## config.mk

```make
export PLATFORM = sky130hd
export DESIGN_NAME = alu_instr_sequencer
export DESIGN_NICKNAME = d
export VERILOG_FILES = /design/src/rtl/alu_instr_sequencer.sv
export SDC_FILE = /design/constraint.sdc
export NUM_CORES = 1
export LEC_CHECK = 0
export CAP_MARGIN = 20
export CORE_MARGIN = 4
export CORE_UTILIZATION = 30
export DETAILED_ROUTE_END_ITERATION = 8
export PLACE_DENSITY = 0.58
export SLEW_MARGIN = 20
export SYNTH_ARGS = -nofsm -noshare
export SYNTH_HDL_FRONTEND = slang
export SYNTH_SLANG_ARGS = --single-unit
```

## constraint.sdc

```tcl
create_clock -name clk -period 2.36 [get_ports clk]
set_clock_uncertainty 0.05 [all_clocks]
set_input_delay 0.472 -clock clk [delete_from_list [all_inputs] [get_ports clk]]
set_output_delay 0.472 -clock clk [all_outputs]
set_load 0.05 [all_outputs]
```

## src/rtl/alu_instr_sequencer.sv

```systemverilog
// rtl/alu_instr_sequencer.sv - control-step sequencer for register-register ALU instruction fetch/execute
module alu_instr_sequencer #(
    parameter int DATA_W      = 32,
    parameter int REG_CNT     = 16,
    parameter int OPC_W       = 5,
    parameter int DIV_CYCLES  = 4,
    parameter int MEM_TIMEOUT = 8
) (
    input  logic               clk,
    input  logic               clr,
    input  logic               start,
    input  logic [DATA_W-1:0]  ir,
    input  logic               mem_ack,
    output logic               pc_out,
    output logic               mar_in,
    output logic               inc_pc,
    output logic               pc_in,
    output logic               read,
    output logic               mdr_in,
    output logic               mdr_out,
    output logic               ir_in,
    output logic               y_in,
    output logic               zhi_in,
    output logic               zlo_in,
    output logic               zhi_out,
    output logic               zlo_out,
    output logic               hi_in,
    output logic               lo_in,
    output logic [REG_CNT-1:0] reg_out,
    output logic [REG_CNT-1:0] reg_in,
    output logic [OPC_W-1:0]   alu_op,
    output logic               busy,
    output logic               done,
    output logic               fault,
    output logic [3:0]         step
);

    localparam int WAIT_W = $clog2(MEM_TIMEOUT + 1);
    localparam int DIV_W  = $clog2(DIV_CYCLES + 1);

    localparam logic [4:0] OP_ADD  = 5'b00011;
    localparam logic [4:0] OP_SUB  = 5'b00100;
    localparam logic [4:0] OP_AND  = 5'b00101;
    localparam logic [4:0] OP_OR   = 5'b00110;
    localparam logic [4:0] OP_ROR  = 5'b00111;
    localparam logic [4:0] OP_ROL  = 5'b01000;
    localparam logic [4:0] OP_SHR  = 5'b01001;
    localparam logic [4:0] OP_SHRA = 5'b01010;
    localparam logic [4:0] OP_SHL  = 5'b01011;
    localparam logic [4:0] OP_MUL  = 5'b01111;
    localparam logic [4:0] OP_DIV  = 5'b10000;
    localparam logic [4:0] OP_NEG  = 5'b10001;
    localparam logic [4:0] OP_NOT  = 5'b10010;

    typedef enum logic [3:0] {
        S_IDLE = 4'd0,
        S_T0   = 4'd1,
        S_T1   = 4'd2,
        S_T2   = 4'd3,
        S_T3   = 4'd4,
        S_T4   = 4'd5,
        S_T5   = 4'd6,
        S_T6   = 4'd7,
        S_DONE = 4'd8
    } state_t;

    state_t            state, state_nxt;
    logic [WAIT_W-1:0] wait_cnt;
    logic [DIV_W-1:0]  div_cnt;
    logic [4:0]        opc_q;
    logic [3:0]        ra_q, rb_q, rc_q;

    // Instruction fields sit in the top 17 bits regardless of DATA_W.
    logic [4:0] ir_opc;
    logic [3:0] ir_ra, ir_rb, ir_rc;
    logic       unused_ir;

    assign ir_opc    = ir[DATA_W-1  -: 5];
    assign ir_ra     = ir[DATA_W-6  -: 4];
    assign ir_rb     = ir[DATA_W-10 -: 4];
    assign ir_rc     = ir[DATA_W-14 -: 4];
    assign unused_ir = ^ir[DATA_W-18:0];

    function automatic logic is_legal(input logic [4:0] op);
        case (op)
            OP_ADD, OP_SUB, OP_AND, OP_OR, OP_ROR, OP_ROL, OP_SHR, OP_SHRA,
            OP_SHL, OP_MUL, OP_DIV, OP_NEG, OP_NOT: is_legal = 1'b1;
            default:                                is_legal = 1'b0;
        endcase
    endfunction

    function automatic logic is_unary(input logic [4:0] op);
        is_unary = (op == OP_NEG) || (op == OP_NOT);
    endfunction

    function automatic logic is_muldiv(input logic [4:0] op);
        is_muldiv = (op == OP_MUL) || (op == OP_DIV);
    endfunction

    // Register fields beyond REG_CNT select nothing rather than wrapping.
    function automatic logic [REG_CNT-1:0] onehot(input logic [3:0] idx);
        logic [REG_CNT-1:0] v;
        for (int i = 0; i < REG_CNT; i++) begin
            v[i] = (i == int'(idx));
        end
        return v;
    endfunction

    logic wait_last, div_last;
    assign wait_last = (wait_cnt == WAIT_W'(MEM_TIMEOUT - 1));
    assign div_last  = (div_cnt  == DIV_W'(DIV_CYCLES - 1));

    always_ff @(posedge clk or negedge clr) begin
        if (!clr) begin
            state    <= S_IDLE;
            wait_cnt <= '0;
            div_cnt  <= '0;
            opc_q    <= '0;
            ra_q     <= '0;
            rb_q     <= '0;
            rc_q     <= '0;
        end else begin
            state    <= state_nxt;
            wait_cnt <= (state == S_T1) ? wait_cnt + WAIT_W'(1) : '0;
            div_cnt  <= (state == S_T4 && opc_q == OP_DIV) ? div_cnt + DIV_W'(1) : '0;
            if (state == S_T3) begin
                opc_q <= ir_opc;
                ra_q  <= ir_ra;
                rb_q  <= ir_rb;
                rc_q  <= ir_rc;
            end
        end
    end

    always_comb begin
        state_nxt = state;
        pc_out    = 1'b0;
        mar_in    = 1'b0;
        inc_pc    = 1'b0;
        pc_in     = 1'b0;
        read      = 1'b0;
        mdr_in    = 1'b0;
        mdr_out   = 1'b0;
        ir_in     = 1'b0;
        y_in      = 1'b0;
        zhi_in    = 1'b0;
        zlo_in    = 1'b0;
        zhi_out   = 1'b0;
        zlo_out   = 1'b0;
        hi_in     = 1'b0;
        lo_in     = 1'b0;
        reg_out   = '0;
        reg_in    = '0;
        alu_op    = '0;
        busy      = 1'b0;
        done      = 1'b0;
        fault     = 1'b0;

        case (state)
            S_IDLE: begin
                if (start) state_nxt = S_T0;
            end
            S_T0: begin
                busy      = 1'b1;
                pc_out    = 1'b1;
                mar_in    = 1'b1;
                inc_pc    = 1'b1;
                zlo_in    = 1'b1;
                state_nxt = S_T1;
            end
            S_T1: begin
                busy    = 1'b1;
                zlo_out = 1'b1;
                read    = 1'b1;
                mdr_in  = 1'b1;
                pc_in   = (wait_cnt == '0);
                if (mem_ack) begin
                    state_nxt = S_T2;
                end else if (wait_last) begin
                    fault     = 1'b1;
                    state_nxt = S_IDLE;
                end
            end
            S_T2: begin
                busy      = 1'b1;
                mdr_out   = 1'b1;
                ir_in     = 1'b1;
                state_nxt = S_T3;
            end
            S_T3: begin
                busy = 1'b1;
                if (!is_legal(ir_opc)) begin
                    fault     = 1'b1;
                    state_nxt = S_IDLE;
                end else begin
                    if (!is_unary(ir_opc)) begin
                        reg_out = onehot(ir_rb);
                        y_in    = 1'b1;
                    end
                    state_nxt = S_T4;
                end
            end
            S_T4: begin
                busy    = 1'b1;
                alu_op  = OPC_W'(opc_q);
                reg_out = onehot(is_unary(opc_q) ? rb_q : rc_q);
                // DIV holds operands steady and only captures Z on its final cycle.
                if (opc_q == OP_DIV) begin
                    if (div_last) begin
                        zlo_in    = 1'b1;
                        zhi_in    = 1'b1;
                        state_nxt = S_T5;
                    end
                end else begin
                    zlo_in    = 1'b1;
                    zhi_in    = (opc_q == OP_MUL);
                    state_nxt = S_T5;
                end
            end
            S_T5: begin
                busy    = 1'b1;
                zlo_out = 1'b1;
                if (is_muldiv(opc_q)) begin
                    lo_in     = 1'b1;
                    state_nxt = S_T6;
                end else begin
                    reg_in    = onehot(ra_q);
                    state_nxt = S_DONE;
                end
            end
            S_T6: begin
                busy      = 1'b1;
                zhi_out   = 1'b1;
                hi_in     = 1'b1;
                state_nxt = S_DONE;
            end
            S_DONE: begin
                done      = 1'b1;
                state_nxt = S_IDLE;
            end
            default: begin
                state_nxt = S_IDLE;
            end
        endcase
    end

    assign step = state;

endmodule

```

==> results of run 1 <==
## metrics by stage
stage / power [uW] / cells
floorplan: 2680 / 263
global placement: 3550 / 456
detailed placement: 3590 / 456
CTS: 4220 / 472
global route: 4550 / 477
finish: 4310 / 477
## placed cells by master, fill, tap and decap left out, types with 3 or more instances in the layout
master                            count
sky130_fd_sc_hd__nor3_2               3
sky130_fd_sc_hd__o22ai_4             14
sky130_fd_sc_hd__and2_1               7
sky130_fd_sc_hd__inv_1                7
sky130_fd_sc_hd__clkdlybuf4s50_1     19
sky130_fd_sc_hd__nor3_1               3
sky130_fd_sc_hd__a21oi_1              3
sky130_fd_sc_hd__buf_4               43
sky130_fd_sc_hd__nor2_4              15
sky130_fd_sc_hd__dfrtp_1             20
sky130_fd_sc_hd__dfrtp_2              8
sky130_fd_sc_hd__o21ai_0              5
sky130_fd_sc_hd__nor3_4               7
sky130_fd_sc_hd__buf_6               18
sky130_fd_sc_hd__nand2b_1             9
sky130_fd_sc_hd__nor4b_2              3
sky130_fd_sc_hd__nor2_1              13
sky130_fd_sc_hd__buf_12              47
sky130_fd_sc_hd__clkbuf_8             3
sky130_fd_sc_hd__ha_1                 4
sky130_fd_sc_hd__a21oi_4              3
sky130_fd_sc_hd__nand2_1             52
sky130_fd_sc_hd__o2111ai_4            4
## critical path: cells and delay by family
| kind | cells | cell delay (ps) |
|---|---|---|
| buffers and inverters | 3 | 390 |
| AO/OA/AOI/OAI | 3 | 650 |
| AND/OR/NAND/NOR | 1 | 540 |
## cell type report
type	count	area (um2)	area share [%]
timing repair buffer	132	1700	37.1
multi-input combinational	209	1970	43.0
clock buffer	4	45.0	0.984
inverter	8	33.8	0.738
sequential	28	711	15.5
tap	96	120	2.63
## repair_timing
action,4_1_cts,5_1_grt
gates cloned,1,0
setup endpoints to repair,39,45
pin swaps,25,10
resized for setup,70,14
endpoints found under the hold margin,0,0
buffers inserted,11,6
## power by group
group	total [uW]	internal (uW)	switching, uW
logic	3000	1320	1680
registers	1030	669	365
clock network	279	121	157
## logic make-up after synthesis
kind of cell,count (synthesis),share of synthesized area [%]
AO/OA/AOI/OAI,53,18.2
XOR/XNOR,4,2.03
adder cells (fa/ha/maj),4,2.39
buffers and inverters,27,6.75
flip-flops,28,33.5
multiplexers,2,1.02
AND/OR/NAND/NOR,145,36.1
## worst paths after layout
| check | from | end | slack [ps] | cells after the start |
|---|---|---|---|---|
| max | ir[29] | reg_out[0] | -220 | 7 |
| min | ir[27] | opc_q[0]$_DFFE_PN0P_ | 330 | 3 |
| max reg2reg | step[3]$_DFFE_PN0P_ | step[2]$_DFFE_PN0P_ | 340 | 6 |
| min reg2reg | div_cnt[0]$_DFF_PN0_ | div_cnt[0]$_DFF_PN0_ | 390 | 1 |
| max in group asynchronous | clr | step[3]$_DFFE_PN0P_ | 1440 | 2 |
| min in group asynchronous | clr | div_cnt[2]$_DFF_PN0_ | 500 | 2 |
## metal layers
metal	vias up	routed length [um]	GRT usage (%)
met3	6	269	2.07
met4	0	56	3.14
met2	58	3790	30.9
met5	-	0	0
met1	1163	3180	21.9
li1	1175	-	-
## state kept, by name, summed over array words and instances, names as in the netlist
name / count
ra_q: 4
rb_q: 4
step: 4
rc_q: 4
opc_q: 5
div_cnt: 3
wait_cnt: 4
==> impl_metrics.csv, run 1 <==
group,metric,value,unit
sta,max_clock_freq,0.387,GHz
grt,gr-total-overflow,0,
sta,timing.slew.headroom,66.8,%
job,max_cap_viol_count,0,
yosys,ys_top_cells_by_area,"sky130_fd_sc_hd__dfrtp_1 (33%), sky130_fd_sc_hd__nand2_1 (9.5%), sky130_fd_sc_hd__nor2_1 (5.2%)",
grt,global_route_wire_length_before_repair,11700,um
sta,finalMaxSlewViolations,0,
worst_setup_path,critical_path.cell_chain,"buf_6, or4b_4, a21oi_4, buf_12, o2111ai_4, o22ai_4, buf_12",
final_layout,fin_util,67.3,%
yosys,asyncSetResetFlopFracSynth,100,%
placed_design,dpl_cell_area,4120,um2
yosys,netlist_instances,263,
yosys,synth.cells.most_frequent,"sky130_fd_sc_hd__nand2_1 (53), sky130_fd_sc_hd__nor2_1 (29), sky130_fd_sc_hd__dfrtp_1 (28), sky130_fd_sc_hd__o22ai_1 (14), sky130_fd_sc_hd__nor3_1 (13)",
worst_setup_path,worst_setup_path_end_kind,"output port",
yosys,synth_top_area_share,33.5,%
cts,tritoncts_clock_tree,"done",
cts,cts_inserted_buffers,3,
placed_design,gp_routability_congestion,0.828,
die,floorplan.die.height,91.5,um
yosys,net_count_after_synthesis,303,
drt,viasPerCell,5.04,
placed_design,detailed_placement_hpwl,5630,um
yosys,yosysWarnings,0,
drt,drt_drc_violations_left,0,
die,start_util,30.8,%
worst_setup_path,critPathMaxStageDelay,540,ps
sta,max_slew.worst_pin.slew,496,ps
worst_setup_path,type_of_the_worst_setup_path,"in2out",
grt,grt_antenna_before_repair,0,
grt,grt_max_degree,29,
cts,clkSinkCount,28,
worst_setup_path,critical_path.slowest_cell,"sky130_fd_sc_hd__or4b_4",
sta,final.setup.worst_slack,-223,ps
status,outcome,"complete, but fails checks",
yosys,postSynth.topFlopCell,"sky130_fd_sc_hd__dfrtp_1",
sta,finalSetupViolations,36,
drt,drt_iter0_drc,74,
die,die_w,91.5,um
cts,ctsHtreeMaxLevel,1,
drt,detail_route.wirelength,7300,um
pwr,power-per-cell-area,942,nW/um2
drt,drtPass1Iterations,4,
status,failing_checks,"setup timing",
sta,hold_ws,330,ps
yosys,ys_seq_area_share,33.5,%
die,core-area,6790,um2
final_layout,area.growth.synth_to_final,119,%
final_layout,drive_above_1_share,54.1,%
yosys,synth.cell_area,2090,um2
yosys,synth.most_common_cell,"sky130_fd_sc_hd__nand2_1",
cts,cts-hold-fix-buffers,0,
sta,final.min_clock_period,2580,ps
drt,detailroute.via_count,2402,
yosys,syn-mean-instance-area,7.96,um2
worst_setup_path,cp.required,1840,ps
worst_setup_path,timing.critical_path.from_type,"input port",
yosys,synth_enable_flop_cells,0,
placed_design,io_buffer_count,79,
drt,ant_nets,0,
final_layout,antenna-diode-count,0,
sta,final.period_utilization,109,%
sta,grt_setup_unrepaired,"yes",
die,ioPinCount,95,
yosys,synth.largest_area_cell,"sky130_fd_sc_hd__dfrtp_1",
placed_design,pre_cts_slack,-603,ps
worst_setup_path,timing.critical_path.arrival,2060,ps
worst_setup_path,worstPathMaxFanout,5,
cts,cts_root_buf,"sky130_fd_sc_hd__clkbuf_8",
sta,final.setup.tns,-4800,ps
pwr,p_leak,0.00175,uW
final_layout,design.final.nets,422,
cts,clk_pin_slew_worst_paths,110,ps
hold_path,hold_class,"in2reg",
cts,clockBufferDepth,2,
die,die_ar,8380,um2
die,floorplan.rows,30,
yosys,synth.ff_latch_count,28,
drt,detail_route.wl_per_cell,15.3,um
pwr,vdd_ir_drop_max,0.581,mV
grt,via_count_of_the_first_global_routing_pass,2332,
cts,insertion_delay_of_the_later_clocked_pin_in_the_worst_skew_pair,280,ps
final_layout,final_design_area_no_fill,4580,um2
worst_setup_path,cell_occurring_most_often_along_the_worst_timing_path,"sky130_fd_sc_hd__buf_12",
sta,hold_violations,0,
yosys,netlist-cell-type-count,56,
final_layout,final.fill_count,523,
grt,track_usage,17.1,%
No activity file was read; power rests on OpenSTA's default activity.
==> run 2: changes to the inputs <==
--- a/config.mk
+++ b/config.mk
@@ -8,7 +8,7 @@
 export CAP_MARGIN = 20
 export CORE_MARGIN = 4
-export CORE_UTILIZATION = 30
+export CORE_UTILIZATION = 42
 export DETAILED_ROUTE_END_ITERATION = 8
-export PLACE_DENSITY = 0.58
+export PLACE_DENSITY = 0.78
 export SLEW_MARGIN = 20
 export SYNTH_ARGS = -nofsm -noshare
==> constraint.sdc (replaced) <==
create_clock -name clk -period 2.36 [get_ports clk]
set_clock_uncertainty 0.05 [all_clocks]
set_input_delay 0.59 -clock clk [delete_from_list [all_inputs] [get_ports clk]]
set_output_delay 0.59 -clock clk [all_outputs]
set_load 0.05 [all_outputs]
==> run 2 against run 1 <==
  * The flow now stops in clock tree synthesis
  * Synthesized cell count unchanged
  * Area after synthesis unchanged
==> impl_metrics.csv, run 2 <==
group,metric,value,unit
placed_design,io_buffer_count,79,
yosys,synth_enable_flop_cells,0,
die,floorplan.die.height,78.6,um
status,outcome,"aborted with a tool error",
yosys,postSynth.topFlopCell,"sky130_fd_sc_hd__dfrtp_1",
yosys,netlist_instances,263,
cts,cts_inserted_buffers,3,
yosys,synth_top_area_share,33.5,%
die,die_w,78.6,um
yosys,synth.most_common_cell,"sky130_fd_sc_hd__nand2_1",
yosys,net_count_after_synthesis,303,
status,toolErrorMsg,"[ERROR DPL-0033] detailed placement checks failed during check placement.",
placed_design,detailed_placement_hpwl,6980,um
yosys,synth.largest_area_cell,"sky130_fd_sc_hd__dfrtp_1",
cts,clockBufferDepth,2,
placed_design,place.detailed.instances,444,
yosys,netlist-cell-type-count,56,
die,start_util,43.7,%
cts,cts_root_buf,"sky130_fd_sc_hd__clkbuf_8",
yosys,synth.cell_area,2090,um2
yosys,syn-mean-instance-area,7.96,um2
cts,cts-hold-fix-buffers,0,
die,ioPinCount,95,
yosys,synth.cells.most_frequent,"sky130_fd_sc_hd__nand2_1 (53), sky130_fd_sc_hd__nor2_1 (29), sky130_fd_sc_hd__dfrtp_1 (28), sky130_fd_sc_hd__o22ai_1 (14), sky130_fd_sc_hd__nor3_1 (13)",
yosys,ys_seq_area_share,33.5,%
yosys,asyncSetResetFlopFracSynth,100,%
yosys,ys_top_cells_by_area,"sky130_fd_sc_hd__dfrtp_1 (33%), sky130_fd_sc_hd__nand2_1 (9.5%), sky130_fd_sc_hd__nor2_1 (5.2%)",
cts,post_cts.resized_instances,63,
cts,clkSinkCount,28,
placed_design,gp_routability_congestion,0.834,
yosys,synth.ff_latch_count,28,
die,floorplan.rows,25,
status,stop_stage,"clock tree synthesis",
cts,ctsHtreeMaxLevel,1,
cts,cts.repair_timing.setup_buffer_count,13,
yosys,yosysWarnings,0,
==> run 2: logic make-up after synthesis <==
kind of cell               Yosys count  share of synthesized area (%)
buffers and inverters               27                           6.75
xor gates and xnor gates             4                           2.03
adders and majority gates            4                           2.39
AOI/OAI and AO/OA                   53                           18.2
muxes                                2                           1.02
and+or+nand+nor                    145                           36.1
DFF                                 28                           33.5
==> run 2: stage by stage <==
step	setup TNS (ps)	cell area [um2]	setup slack [ps]	utilization, %
after global placement	-12810	4330	-772	90.4
after detailed placement	-13620	4330	-807	90.4
after floorplan	-7110	2680	-374	-
==> run 3: changes to the inputs <==
- CORE_UTILIZATION: 42 -> 40
- PLACE_DENSITY: 0.78 -> unset
- PLACE_DENSITY_LB_ADDON: unset -> 0.15
==> run 3 against run 2 <==
  * The flow now finishes, with violations (setup timing)
==> impl_metrics.csv, run 3 (synthesis gave the netlist of run 1 again) <==
group,metric,value,unit
die,core-area,5070,um2
sta,finalMaxSlewViolations,0,
cts,insertion_delay_of_the_later_clocked_pin_in_the_worst_skew_pair,290,ps
sta,final.period_utilization,126,%
sta,final.min_clock_period,2970,ps
drt,drtPass1Iterations,5,
drt,drt_iter0_drc,375,
pwr,fin_total_pwr,5010,uW
final_layout,mostFrequentLayoutCells,"sky130_fd_sc_hd__buf_4 (55), sky130_fd_sc_hd__nand2_1 (52), sky130_fd_sc_hd__buf_12 (52), sky130_fd_sc_hd__buf_6 (22), sky130_fd_sc_hd__dfrtp_1 (21)",
pwr,vdd_ir_drop_max,0.918,mV
worst_setup_path,cp.required,1720,ps
cts,clk_pin_slew_worst_paths,100,ps
die,die_w,80.3,um
grt,via_count_of_the_first_global_routing_pass,3036,
worst_setup_path,reg2reg_launch_point,"step[2]$_DFFE_PN0P_",
sta,max_slew.worst_pin.slew,613,ps
grt,gr-usage-met3,6.73,%
die,floorplan.rows,26,
sta,finalSetupViolations,42,
grt,global_route_wire_length_before_repair,16200,um
cts,cts_inserted_buffers,3,
drt,detail_route.wirelength,13300,um
worst_setup_path,timing.critical_path.arrival,2330,ps
cts,clkSinkCount,28,
grt,grt_max_degree,29,
grt,busiest_layer,"met2",
final_layout,antenna-diode-count,0,
worst_setup_path,reg2reg_setup_slack,80,ps
final_layout,multi_input_area,1950,um2
placed_design,gp_routability_congestion,0.855,
cts,tritoncts_clock_tree,"done",
status,outcome,"complete, but fails checks",
die,die_ar,6450,um2
final_layout,leading_cell_type_in_the_layout_fill_and_taps_excluded,"sky130_fd_sc_hd__buf_4",
cts,cts_root_buf,"sky130_fd_sc_hd__clkbuf_8",
placed_design,io_buffer_count,79,
drt,ant_nets,0,
worst_setup_path,crit_path_from,"opc_q[2]$_DFFE_PN0P_",
grt,grt_antenna_before_repair,1,
final_layout,final_design_area_no_fill,4800,um2
worst_setup_path,worst_r2r_path_depth,6,
die,floorplan.die.height,80.3,um
sta,max_clock_freq,0.337,GHz
worst_setup_path,timing.critical_path.from_type,"flop",
grt,gr-total-overflow,0,
final_layout,largest-register,"opc_q",
drt,drt_drc_violations_left,0,
pwr,power-per-cell-area,1040,nW/um2
sta,timing.slew.headroom,59.1,%
worst_setup_path,worst_setup_path_end_kind,"output port",
sta,grt_setup_unrepaired,"yes",
job,max_cap_viol_count,0,
drt,detailroute.via_count,3169,
drt,detail_route.wl_per_cell,28.1,um
worst_setup_path,crit-reg2reg-capture,"step[0]$_DFFE_PN0P_",
sta,hold_violations,0,
worst_setup_path,type_of_the_worst_setup_path,"reg2out",
worst_setup_path,worstPathMaxFanout,5,
cts,ctsHtreeMaxLevel,1,
placed_design,detailed_placement_hpwl,6300,um
status,failing_checks,"setup timing",
drt,viasPerCell,6.71,
final_layout,area.growth.synth_to_final,129,%
die,ioPinCount,95,
hold_path,hold_class,"reg2reg",
final_layout,fin_util,94.6,%
grt,met1_usage,35.7,%
final_layout,final-seq-area,709,um2
final_layout,final.fill_count,122,
sta,final.setup.worst_slack,-606,ps
pwr,p_leak,0.00191,uW
placed_design,place.detailed.instances,443,
placed_design,dpl_cell_area,4300,um2
final_layout,drive_above_1_share,56.5,%
final_layout,stdcell_count,472,
final_layout,number_of_flip_flops_in_the_largest_register,5,
cts,clockBufferDepth,2,
die,start_util,41.2,%
worst_setup_path,setup.worst_path.end,"reg_out[0]",
grt,grt_util_met2,61.1,%
grt,track_usage,32.8,%
final_layout,design.final.nets,443,
-- run 3: what timing repair did --
item                                    4_1_cts  5_1_grt
endpoints found under the setup margin       45       46
hold buffers                                  0        0
pin swaps                                    27       21
hold endpoints to repair                      0        0
buffers inserted                             15       13
resized for setup                            56       22
gates cloned                                  0        1
-- run 3: metrics by stage --
step	hold WS (ps)	TNS [ps]	setup WS, ps
global placement	369	-13050	-781
CTS	409	-12140	-518
global route	459	-17630	-627
floorplan	244	-7110	-374
finish	457	-16050	-606
detailed placement	396	-14480	-860
-- run 3: worst max-delay path: stages (launching register included) --
cell                      delay (ps)
sky130_fd_sc_hd__dfrtp_2         500
sky130_fd_sc_hd__or3b_4          480
sky130_fd_sc_hd__nor4_1          390
sky130_fd_sc_hd__o21ai_1         160
sky130_fd_sc_hd__buf_4           190
sky130_fd_sc_hd__o22ai_4         150
sky130_fd_sc_hd__buf_12          170
-- run 3: how the worst min path moves through the flow --
stage	start	endpoint	slack, ps	depth (start not counted)
after floorplan	clr	div_cnt[0]$_DFF_PN0_	240	0
after global placement	div_cnt[0]$_DFF_PN0_	div_cnt[0]$_DFF_PN0_	370	1
after detailed placement	div_cnt[0]$_DFF_PN0_	div_cnt[0]$_DFF_PN0_	400	1
after CTS	div_cnt[0]$_DFF_PN0_	div_cnt[0]$_DFF_PN0_	410	1
after global routing	div_cnt[0]$_DFF_PN0_	div_cnt[0]$_DFF_PN0_	460	1
final	div_cnt[0]$_DFF_PN0_	div_cnt[0]$_DFF_PN0_	460	1
-- run 3: per-layer routing --
layer | wire [um] | vias to the layer above
met5 | 0 | -
met3 | 1400 | 122
met4 | 1050 | 0
met1 | 4480 | 1503
li1 | - | 1218
met2 | 6330 | 326
-- run 3: where the power goes --
part | internal (uW) | switching, uW | total [uW]
logic | 1440 | 2090 | 3530
registers | 666 | 417 | 1080
clock network | 228 | 170 | 398
-- run 3: cell type report --
cell class              count  share of cell area [%]
multi-input cells         209                    40.6
repair buffers            153                    40.6
flip-flops and latches     28                    14.8
well taps                  70                    1.83
clock buffers               3                   0.860
inverters                   8                   0.704
clock inverters             1                   0.626
